File: config.mk
export PLATFORM = sky130hd
export DESIGN_NAME = traffic_conflict_monitor
export DESIGN_NICKNAME = d
export VERILOG_FILES = /design/src/rtl/traffic_mon_pkg.sv /design/src/rtl/lamp_dir_checker.sv /design/src/rtl/traffic_conflict_monitor.sv
export SDC_FILE = /design/constraint.sdc
export NUM_CORES = 1
export LEC_CHECK = 0
export CORE_AREA = 2 2 67 69
export CTS_CLUSTER_DIAMETER = 100
export CTS_CLUSTER_SIZE = 30
export DETAILED_ROUTE_END_ITERATION = 6
export DIE_AREA = 0 0 69 71
export GPL_ROUTABILITY_DRIVEN = 0
export PLACE_DENSITY_LB_ADDON = 0.12
export SLEW_MARGIN = 20
export SYNTH_ARGS = -nofsm -noshare
export SYNTH_HDL_FRONTEND = slang
export SYNTH_HIERARCHICAL = 1
export SYNTH_SLANG_ARGS = --single-unit
File: constraint.sdc
create_clock -name ck_i -period 6.15 [get_ports ck_i]
set_input_delay 1.23 -clock ck_i [delete_from_list [all_inputs] [get_ports ck_i]]
set_output_delay 1.23 -clock ck_i [all_outputs]
set_load 0.005 [all_outputs]
File: src/rtl/traffic_mon_pkg.sv
// Shared lamp-state encoding, fault codes and lamp decode for the traffic conflict monitor.
package traffic_mon_pkg;

  typedef enum logic [1:0] {
    ST_RED = 2'd0,
    ST_GRN = 2'd1,
    ST_YLW = 2'd2,
    ST_BAD = 2'd3
  } lamp_st_e;

  localparam logic [2:0] FC_NONE     = 3'd0;
  localparam logic [2:0] FC_CONFLICT = 3'd1;
  localparam logic [2:0] FC_LAMP     = 3'd2;
  localparam logic [2:0] FC_SEQ      = 3'd3;
  localparam logic [2:0] FC_YSHORT   = 3'd4;
  localparam logic [2:0] FC_YLONG    = 3'd5;

  // Exactly one lamp lit gives a colour; dark or multiple lamps is BAD.
  function automatic lamp_st_e decode_lamps(input logic grn, input logic ylw, input logic red);
    lamp_st_e st;
    case ({grn, ylw, red})
      3'b001:  st = ST_RED;
      3'b100:  st = ST_GRN;
      3'b010:  st = ST_YLW;
      default: st = ST_BAD;
    endcase
    return st;
  endfunction

  function automatic logic has_right_of_way(input lamp_st_e st);
    return (st == ST_GRN) || (st == ST_YLW);
  endfunction

endpackage

File: src/rtl/lamp_dir_checker.sv
// Per-direction lamp decode, tracked colour state, yellow interval counter and
// the LAMP/SEQ/YSHORT/YLONG rule flags for one registered lamp sample.
module lamp_dir_checker
  import traffic_mon_pkg::*;
#(
  parameter int MIN_YLW = 2,
  parameter int MAX_YLW = 8,
  parameter int CNT_W   = 4
) (
  input  logic       ck_i,
  input  logic       clr_i,
  input  logic       grn_i,
  input  logic       ylw_i,
  input  logic       red_i,
  output logic [1:0] dec_o,
  output logic [1:0] st_o,
  output logic       lamp_o,
  output logic       seq_o,
  output logic       yshort_o,
  output logic       ylong_o
);

  localparam logic [CNT_W-1:0] YMIN = CNT_W'(MIN_YLW);
  localparam logic [CNT_W-1:0] YMAX = CNT_W'(MAX_YLW);
  localparam logic [CNT_W-1:0] YSAT = CNT_W'(MAX_YLW + 1);

  lamp_st_e         dec_s;
  lamp_st_e         st_q;
  lamp_st_e         st_d;
  logic [CNT_W-1:0] ycnt_q;
  logic [CNT_W-1:0] ycnt_d;

  assign dec_s = decode_lamps(grn_i, ylw_i, red_i);
  assign dec_o = dec_s;
  assign st_o  = st_q;

  // Rule evaluation and next tracked state; a BAD sample freezes state and counter.
  always_comb begin
    st_d     = st_q;
    ycnt_d   = ycnt_q;
    lamp_o   = 1'b0;
    seq_o    = 1'b0;
    yshort_o = 1'b0;
    ylong_o  = 1'b0;
    if (dec_s == ST_BAD) begin
      lamp_o = 1'b1;
    end else begin
      st_d = dec_s;
      case (st_q)
        ST_RED:  seq_o = (dec_s == ST_YLW);
        ST_GRN:  seq_o = (dec_s == ST_RED);
        ST_YLW:  seq_o = (dec_s == ST_GRN);
        default: seq_o = 1'b0;
      endcase
      yshort_o = (st_q == ST_YLW) && (dec_s == ST_RED) && (ycnt_q < YMIN);
      if (dec_s == ST_YLW) begin
        // Saturation makes the YLONG edge fire only once per yellow interval.
        ylong_o = (ycnt_q == YMAX);
        if (ycnt_q != YSAT) begin
          ycnt_d = ycnt_q + CNT_W'(1);
        end else begin
          ycnt_d = ycnt_q;
        end
      end else begin
        ycnt_d = {CNT_W{1'b0}};
      end
    end
  end

  // Tracked state and yellow counter registers.
  always_ff @(posedge ck_i) begin
    if (!clr_i) begin
      st_q   <= ST_RED;
      ycnt_q <= {CNT_W{1'b0}};
    end else begin
      st_q   <= st_d;
      ycnt_q <= ycnt_d;
    end
  end

endmodule

File: src/rtl/traffic_conflict_monitor.sv
// Independent checker on the two-direction lamp drives: samples the lamps, applies
// conflict and per-direction rules, latches the first fault and counts fault cycles.
module traffic_conflict_monitor
  import traffic_mon_pkg::*;
#(
  parameter int MIN_YLW = 2,
  parameter int MAX_YLW = 8,
  parameter int CNT_W   = 4,
  parameter int FCNT_W  = 8
) (
  input  logic              ck_i,
  input  logic              clr_i,
  input  logic              en_i,
  input  logic              ack_i,
  input  logic              grn1_i,
  input  logic              ylw1_i,
  input  logic              red1_i,
  input  logic              grn2_i,
  input  logic              ylw2_i,
  input  logic              red2_i,
  output logic              fault_o,
  output logic [2:0]        fault_code_o,
  output logic              fault_dir_o,
  output logic [FCNT_W-1:0] fault_cnt_o,
  output logic [1:0]        st1_o,
  output logic [1:0]        st2_o
);

  localparam logic [5:0]        SAMP_RST = 6'b001_001;
  localparam logic [FCNT_W-1:0] CNT_SAT  = {FCNT_W{1'b1}};

  logic [5:0]        samp_q;
  logic [1:0]        dec1_s;
  logic [1:0]        dec2_s;
  logic              lamp1_s, seq1_s, ysh1_s, ylong1_s;
  logic              lamp2_s, seq2_s, ysh2_s, ylong2_s;
  logic              conflict_s;
  logic              any_s;
  logic [2:0]        code_s;
  logic              dir_s;
  logic              fault_q, fault_d;
  logic [2:0]        code_q, code_d;
  logic              dir_q, dir_d;
  logic [FCNT_W-1:0] cnt_q, cnt_d;

  // Lamp sample register; the checks always look at last edge's lamps.
  always_ff @(posedge ck_i) begin
    if (!clr_i) begin
      samp_q <= SAMP_RST;
    end else begin
      samp_q <= {grn1_i, ylw1_i, red1_i, grn2_i, ylw2_i, red2_i};
    end
  end

  lamp_dir_checker #(.MIN_YLW(MIN_YLW), .MAX_YLW(MAX_YLW), .CNT_W(CNT_W)) u_dir1 (
    .ck_i     (ck_i),
    .clr_i    (clr_i),
    .grn_i    (samp_q[5]),
    .ylw_i    (samp_q[4]),
    .red_i    (samp_q[3]),
    .dec_o    (dec1_s),
    .st_o     (st1_o),
    .lamp_o   (lamp1_s),
    .seq_o    (seq1_s),
    .yshort_o (ysh1_s),
    .ylong_o  (ylong1_s)
  );

  lamp_dir_checker #(.MIN_YLW(MIN_YLW), .MAX_YLW(MAX_YLW), .CNT_W(CNT_W)) u_dir2 (
    .ck_i     (ck_i),
    .clr_i    (clr_i),
    .grn_i    (samp_q[2]),
    .ylw_i    (samp_q[1]),
    .red_i    (samp_q[0]),
    .dec_o    (dec2_s),
    .st_o     (st2_o),
    .lamp_o   (lamp2_s),
    .seq_o    (seq2_s),
    .yshort_o (ysh2_s),
    .ylong_o  (ylong2_s)
  );

  assign conflict_s = has_right_of_way(lamp_st_e'(dec1_s)) && has_right_of_way(lamp_st_e'(dec2_s));

  // Same-cycle priority encoder: rule order first, then dir1 before dir2.
  always_comb begin
    code_s = FC_NONE;
    dir_s  = 1'b0;
    any_s  = 1'b1;
    if (conflict_s) begin
      code_s = FC_CONFLICT;
    end else if (lamp1_s) begin
      code_s = FC_LAMP;
    end else if (lamp2_s) begin
      code_s = FC_LAMP;
      dir_s  = 1'b1;
    end else if (seq1_s) begin
      code_s = FC_SEQ;
    end else if (seq2_s) begin
      code_s = FC_SEQ;
      dir_s  = 1'b1;
    end else if (ysh1_s) begin
      code_s = FC_YSHORT;
    end else if (ysh2_s) begin
      code_s = FC_YSHORT;
      dir_s  = 1'b1;
    end else if (ylong1_s) begin
      code_s = FC_YLONG;
    end else if (ylong2_s) begin
      code_s = FC_YLONG;
      dir_s  = 1'b1;
    end else begin
      any_s  = 1'b0;
    end
  end

  // Fault latch and counter next state; a fault arriving with ACK is latched fresh.
  always_comb begin
    fault_d = fault_q;
    code_d  = code_q;
    dir_d   = dir_q;
    cnt_d   = cnt_q;
    if (en_i && any_s) begin
      if (!fault_q || ack_i) begin
        fault_d = 1'b1;
        code_d  = code_s;
        dir_d   = dir_s;
      end else begin
        fault_d = fault_q;
      end
      if (cnt_q != CNT_SAT) begin
        cnt_d = cnt_q + FCNT_W'(1);
      end else begin
        cnt_d = cnt_q;
      end
    end else if (ack_i) begin
      fault_d = 1'b0;
      code_d  = FC_NONE;
      dir_d   = 1'b0;
    end else begin
      fault_d = fault_q;
    end
  end

  // Fault output registers.
  always_ff @(posedge ck_i) begin
    if (!clr_i) begin
      fault_q <= 1'b0;
      code_q  <= FC_NONE;
      dir_q   <= 1'b0;
      cnt_q   <= {FCNT_W{1'b0}};
    end else begin
      fault_q <= fault_d;
      code_q  <= code_d;
      dir_q   <= dir_d;
      cnt_q   <= cnt_d;
    end
  end

  assign fault_o      = fault_q;
  assign fault_code_o = code_q;
  assign fault_dir_o  = dir_q;
  assign fault_cnt_o  = cnt_q;

endmodule

* After elaboration in Yosys (flattened, before gate mapping)
Cells that the tools add are included.
Word-level totals: flip-flop bits (word level) 31, bits in latches 0, RAM bits 0, ROM bits 0, input bits 10, output and inout bits 17, word-level logic and storage cells 111, memories 0
Operators by class: $add $sub $neg 3, multiply operators 0, divide/modulo/power cells 0, order comparisons 2, equality and inequality tests 24, shifts and indexed selects 0, multiplexer cells 52, bitwise logic cells 2, reductions and logical operators 19
Operators by type and width (number):
- two-way mux 3 bit | 12
- two-way mux 1 bit | 32
- two-way mux 4 bit | 4
- equality test 2 bit (second input constant) | 6
- case mux 2 bit (3 select lines) | 2
- adder 4 x 1 -> 4 bit (second input constant) | 2
- adder 8 x 1 -> 8 bit (second input constant) | 1
- equality test 2 x 1 -> 1 bit (second input constant) | 4
- equality test 4 bit (second input constant) | 2
- logical NOT 2 bit | 4
- less-than comparator 4 x 2 -> 1 bit (second input constant) | 2
- inequality test 4 bit (second input constant) | 2
- inequality test 8 bit (second input constant) | 1
- AND reduction 2 bit | 4
- equality test 3 x 1 -> 1 bit (second input constant) | 2
- equality test 3 x 2 -> 1 bit (second input constant) | 2
- equality test 3 bit (second input constant) | 2
- logical AND 1 bit | 6
- inequality test 2 x 1 -> 1 bit (second input constant) | 3
- case mux 1 bit (3 select lines) | 2
- logical OR 1 bit | 3
- inverter 1 bit | 2
- nonzero test 2 bit | 1
- logical NOT 1 bit | 1

* Logic depth before layout (Yosys ltp)
depth in word-level cells 17, mapped depth 10, mapped depth without buffers 8

* Modules after synthesis
Netlist, hierarchy kept.
By module, submodules not included:
- traffic_conflict_monitor | times used 1, cells an instance 98, area an instance 920.9 um^2, seq. area each 380.4 um^2
- lamp_dir_checker | times used 2, cells an instance 50, area an instance 451.7 um^2, seq. area each 120.1 um^2

* Worst setup path before layout
OpenSTA, ideal clock, no wires.
kind reg2reg, start point reg u_dir1.st_q[0] (netlist: u_dir1/st_o[0]), end point reg cnt_q[0] (netlist: fault_cnt_o[0]), library setup time 115 ps, data arrival time 2004 ps, data required time 6035 ps, slack 4031 ps, stages on the path, launching flop included 10, path buffers 1, path through dfxtp_1 -> nand2b_1 -> or3_1 -> nor4_1 -> nor4_4 -> o211ai_4 -> and3_1 -> buf_6 -> xor2_1 -> and2_1
On the way: word-level cells in the longest chain between the ends 12
RTL lines:
- start, declared | line lamp_dir_checker.sv:28 | lamp_st_e st_q;
- start signal, assigned | line lamp_dir_checker.sv:76 | st_q <= st_d;
- equality test 2 bit | line lamp_dir_checker.sv:55 | yshort_o = (st_q == ST_YLW) && (dec_s == ST_RED) && (ycnt_q < YMIN);
- logical AND 1 bit (2 in a row) | line lamp_dir_checker.sv:55
- two-way mux 1 bit | line lamp_dir_checker.sv:45 | if (dec_s == ST_BAD) begin
- net ysh1_s | line traffic_conflict_monitor.sv:35 | logic lamp1_s, seq1_s, ysh1_s, ylong1_s;
- two-way mux 1 bit | line traffic_conflict_monitor.sv:102 | end else if (ysh1_s) begin
- two-way mux 1 bit | line traffic_conflict_monitor.sv:99 | end else if (seq2_s) begin
- two-way mux 1 bit | line traffic_conflict_monitor.sv:97 | end else if (seq1_s) begin
- two-way mux 1 bit | line traffic_conflict_monitor.sv:94 | end else if (lamp2_s) begin
- two-way mux 1 bit | line traffic_conflict_monitor.sv:92 | end else if (lamp1_s) begin
- two-way mux 1 bit | line traffic_conflict_monitor.sv:90 | if (conflict_s) begin
- logical AND 1 bit | line traffic_conflict_monitor.sv:123 | if (en_i && any_s) begin
- AND reduction 2 bit (no source line)
- end signal, assigned | line traffic_conflict_monitor.sv:151 | cnt_q <= {FCNT_W{1'b0}};
- end signal, assigned | line traffic_conflict_monitor.sv:156 | cnt_q <= cnt_d;
- end, declared | line traffic_conflict_monitor.sv:44 | logic [FCNT_W-1:0] cnt_q, cnt_d;
The timed path passes the listed nets, and every way through them passes these cells. A chain may end at the register's enable or synchronous reset.

==> impl_results.md <==
* Status: completed
* Hold-fix buffers at CTS at 0
* Area delta synth->final at 20.10%
* Maximum clock frequency at 0.3863 GHz
* Synth Warn # at 6
* Post-synth top area cell: dfxtp_1
* Final setup fails at 0
* Share of cells above drive strength 1 at 0.1018
* Vias in the first global route at 1544
* Critical path peak fanout at 38
* Post-synth top area share at 0.3402
* Post-Route WL at 3.986 mm
* First-pass iteration count of the detailed router at 4
* Initial antenna violation count at 0
* Total power at about 440 uW
* Seq pwr share at 0.490
* Sw power at 122.6 uW
* Ports at 27
* Syn_nets at 215
* Remaining Overflow, GRT at 0
* Non-Filler Instances at 278
* Site Rows at 24
* Synth area leaders: dfxtp_1 34%, ha_1 4.8%, xnor2_1 3.4%
* Slew HR at 0.5085
* TritonCTS Buffers at 5
* Final clock skew at 0.008179 ns
* Max-slew violation count at 0
* CP Launch Type: input port
* Max-cap violation count at 0
* Yosys cell types at 46
* Core footprint at 4204 sq um
* Die W at 69 microns
* Combinational power share at 0.151
* Sequential area share after synthesis at 0.3402
* Post-synth EDFFs at 0
* Largest net degree at the start of global routing at 39
* R2R depth at 7
* Routed via count at 1583
* CP required at 6.34 ns
* Via density at 5.694
* Tcrit/Tclk final at 0.4209
* DRC violations left at 0
* CTS resizes at 0
* Switching Share at 0.2772
* Internal power at about 320 uW
* N_diodes at 0
* Die height at 71 microns
* Commonest register cell after synthesis: dfxtp_1
* Minimum clock period at 2.589 ns
* Routed len/inst at 14.34 microns
* Post-Synthesis Cells at 198
* RSZ-0062 raised after global routing: no
* Pleak at 0.8003 nW
* FILL cells at 420
* Initial core utilization at 0.4339
* Clk_lat worst skew at about 0.28 ns
* All-Layer GR Usage at 0.1707
* Clk sinks at 31
* Synth async-reset ratio at 0
* Global-route wire length before repair at slightly below 7 mm
* Least-Margin Pin Slew at 0.7305 ns
* Setup CP Type: input port to register
* Post-route ant nets at 0
* Clock root buffer: clkbuf_8
* Critical Path End Type: register
* H-tree levels at 2
* CTS clk-pin slew, worst paths at 0.07 ns
* Post-detail-place hpwl at 2.829 mm
* DP Cell Count at 270
* Final Net Count at approximately 240
* Clock power share at 0.359
* Setup Fix Bufs, Post-CTS at 0
* Fin Hold WS at 0.5078 ns
* Drt initial violations at 106
* Worst hold path type: register to register
* Worst Path Arrival at 2.78 ns
* VDD IR-drop max at 0.09925 mV
* CTS Buffer Depth at 2
* Synth Cell Area at 1824 sq um
* Input/output buffers at 26
* Synth Register Bits at 31
* Setup TNS at 0 ns
* Hold depth at 2
* PD cells at 201.9 nW/um^2
* Final Hold Viols at 0
* Avg Cell Area, Syn at 9.213 sq um
* DIE AREA at slightly below 5000 sq um
* CTS tree: built
-- worst max-delay path, stage by stage --
cell and delay, ns:
clkdlybuf4s50_1 0.45, buf_4 0.33, nand3_1 0.13, a211o_2 0.35
o32ai_1 0.28
-- cell usage in the layout (no fill, tap or decap), types with 7 or more instances in the layout --
master	instances
nand4_1	7
nor2_1	13
dfxtp_1	31
nand2b_1	9
o21ai_0	7
ha_1	7
nand3_1	9
xnor2_1	7
clkdlybuf4s50_1	26
inv_1	9
and2_1	8
nand2_1	13
-- synthesized netlist by cell type, types with 4 or more instances --
cell and number:
nand2b_1 9, mux2i_1 6, a21oi_1 5, nand3_1 9, and2_1 8, xnor2_1 7, o21ai_0 7, nand2_1 13
o2bb2ai_1 4, nand3b_1 5, nand4_1 7, inv_1 9, dfxtp_1 31, nor2_1 13, ha_1 7
-- per-stage QoR --
stage | area, sq um | worst slack [ns] | utilization
final | 2191 | 3.561 | 0.5211
after CTS | 2191 | 3.559 | 0.5211
after detailed placement | 2106 | 3.277 | 0.5009
after floorplan | 1824 | 4.031 | -
after global placement | 2106 | 3.368 | 0.5009
after global routing | 2191 | 3.335 | 0.5211
-- layer usage --
| metal | global-route usage | vias up | routed length, microns |
|---|---|---|---|
| met5 | 0 | - | 0 |
| met4 | 0.06754 | 0 | 53 |
| met3 | 0.04986 | 6 | 178 |
| met2 | 0.2895 | 35 | 1891 |
| met1 | 0.2039 | 768 | 1864 |
| li1 | - | 774 | - |
-- state kept, by name, indices dropped and copies added (netlist names) --
name	count
fault_cnt_o	8
samp_q	6
u_dir1/ycnt_q	4
u_dir2/ycnt_q	4
fault_code_o	3
u_dir1/st_o	2
u_dir2/st_o	2
fault_dir_o	1
fault_o	1
-- power by group through the flow --
stage / logic [mW] / registers (mW) / clock network (mW)
final: 0.0668 / 0.217 / 0.159
after global routing: 0.0745 / 0.218 / 0.175
after CTS: 0.0670 / 0.217 / 0.164
after detailed placement: 0.0664 / 0.221 / 0
after global placement: 0.0651 / 0.221 / 0
after floorplan: 0.0448 / 0.219 / 0
-- path summary, 6_finish.rpt --
path                          startpoint                     endpoint  slack (ns)
min          fault_cnt_o[1]$_SDFFE_PN0P_  fault_cnt_o[1]$_SDFFE_PN0P_        0.51
max                                clr_i     fault_dir_o$_SDFFE_PN0P_        3.56
max reg2reg         samp_q[1]$_SDFF_PN0_  fault_cnt_o[0]$_SDFFE_PN0P_        3.59
min reg2reg  fault_cnt_o[1]$_SDFFE_PN0P_  fault_cnt_o[1]$_SDFFE_PN0P_        0.51
-- final cells by class --
| class | instances | area (sq um) | area share |
|---|---|---|---|
| Multi-Input combinational cell | 151 | 1119 | 0.5106 |
| Sequential cell | 31 | 620.6 | 0.2833 |
| Clock inverter | 2 | 12.51 | 0.005711 |
| Timing Repair Buffer | 27 | 267.8 | 0.1222 |
| Inverter | 9 | 33.78 | 0.01542 |
| Tap cell | 52 | 65.06 | 0.02970 |
| Clock buffer | 6 | 72.57 | 0.03312 |
-- cells by family after synthesis --
group,synth area share
xor gates and xnor gates,0.03841
and+or+nand+nor,0.3100
muxes,0.03292
DFF,0.3402
adders and majority gates,0.04801
buffers and inverters,0.04664
AOI/OAI and AO/OA,0.1838
Power figures use the tool's default switching activity.
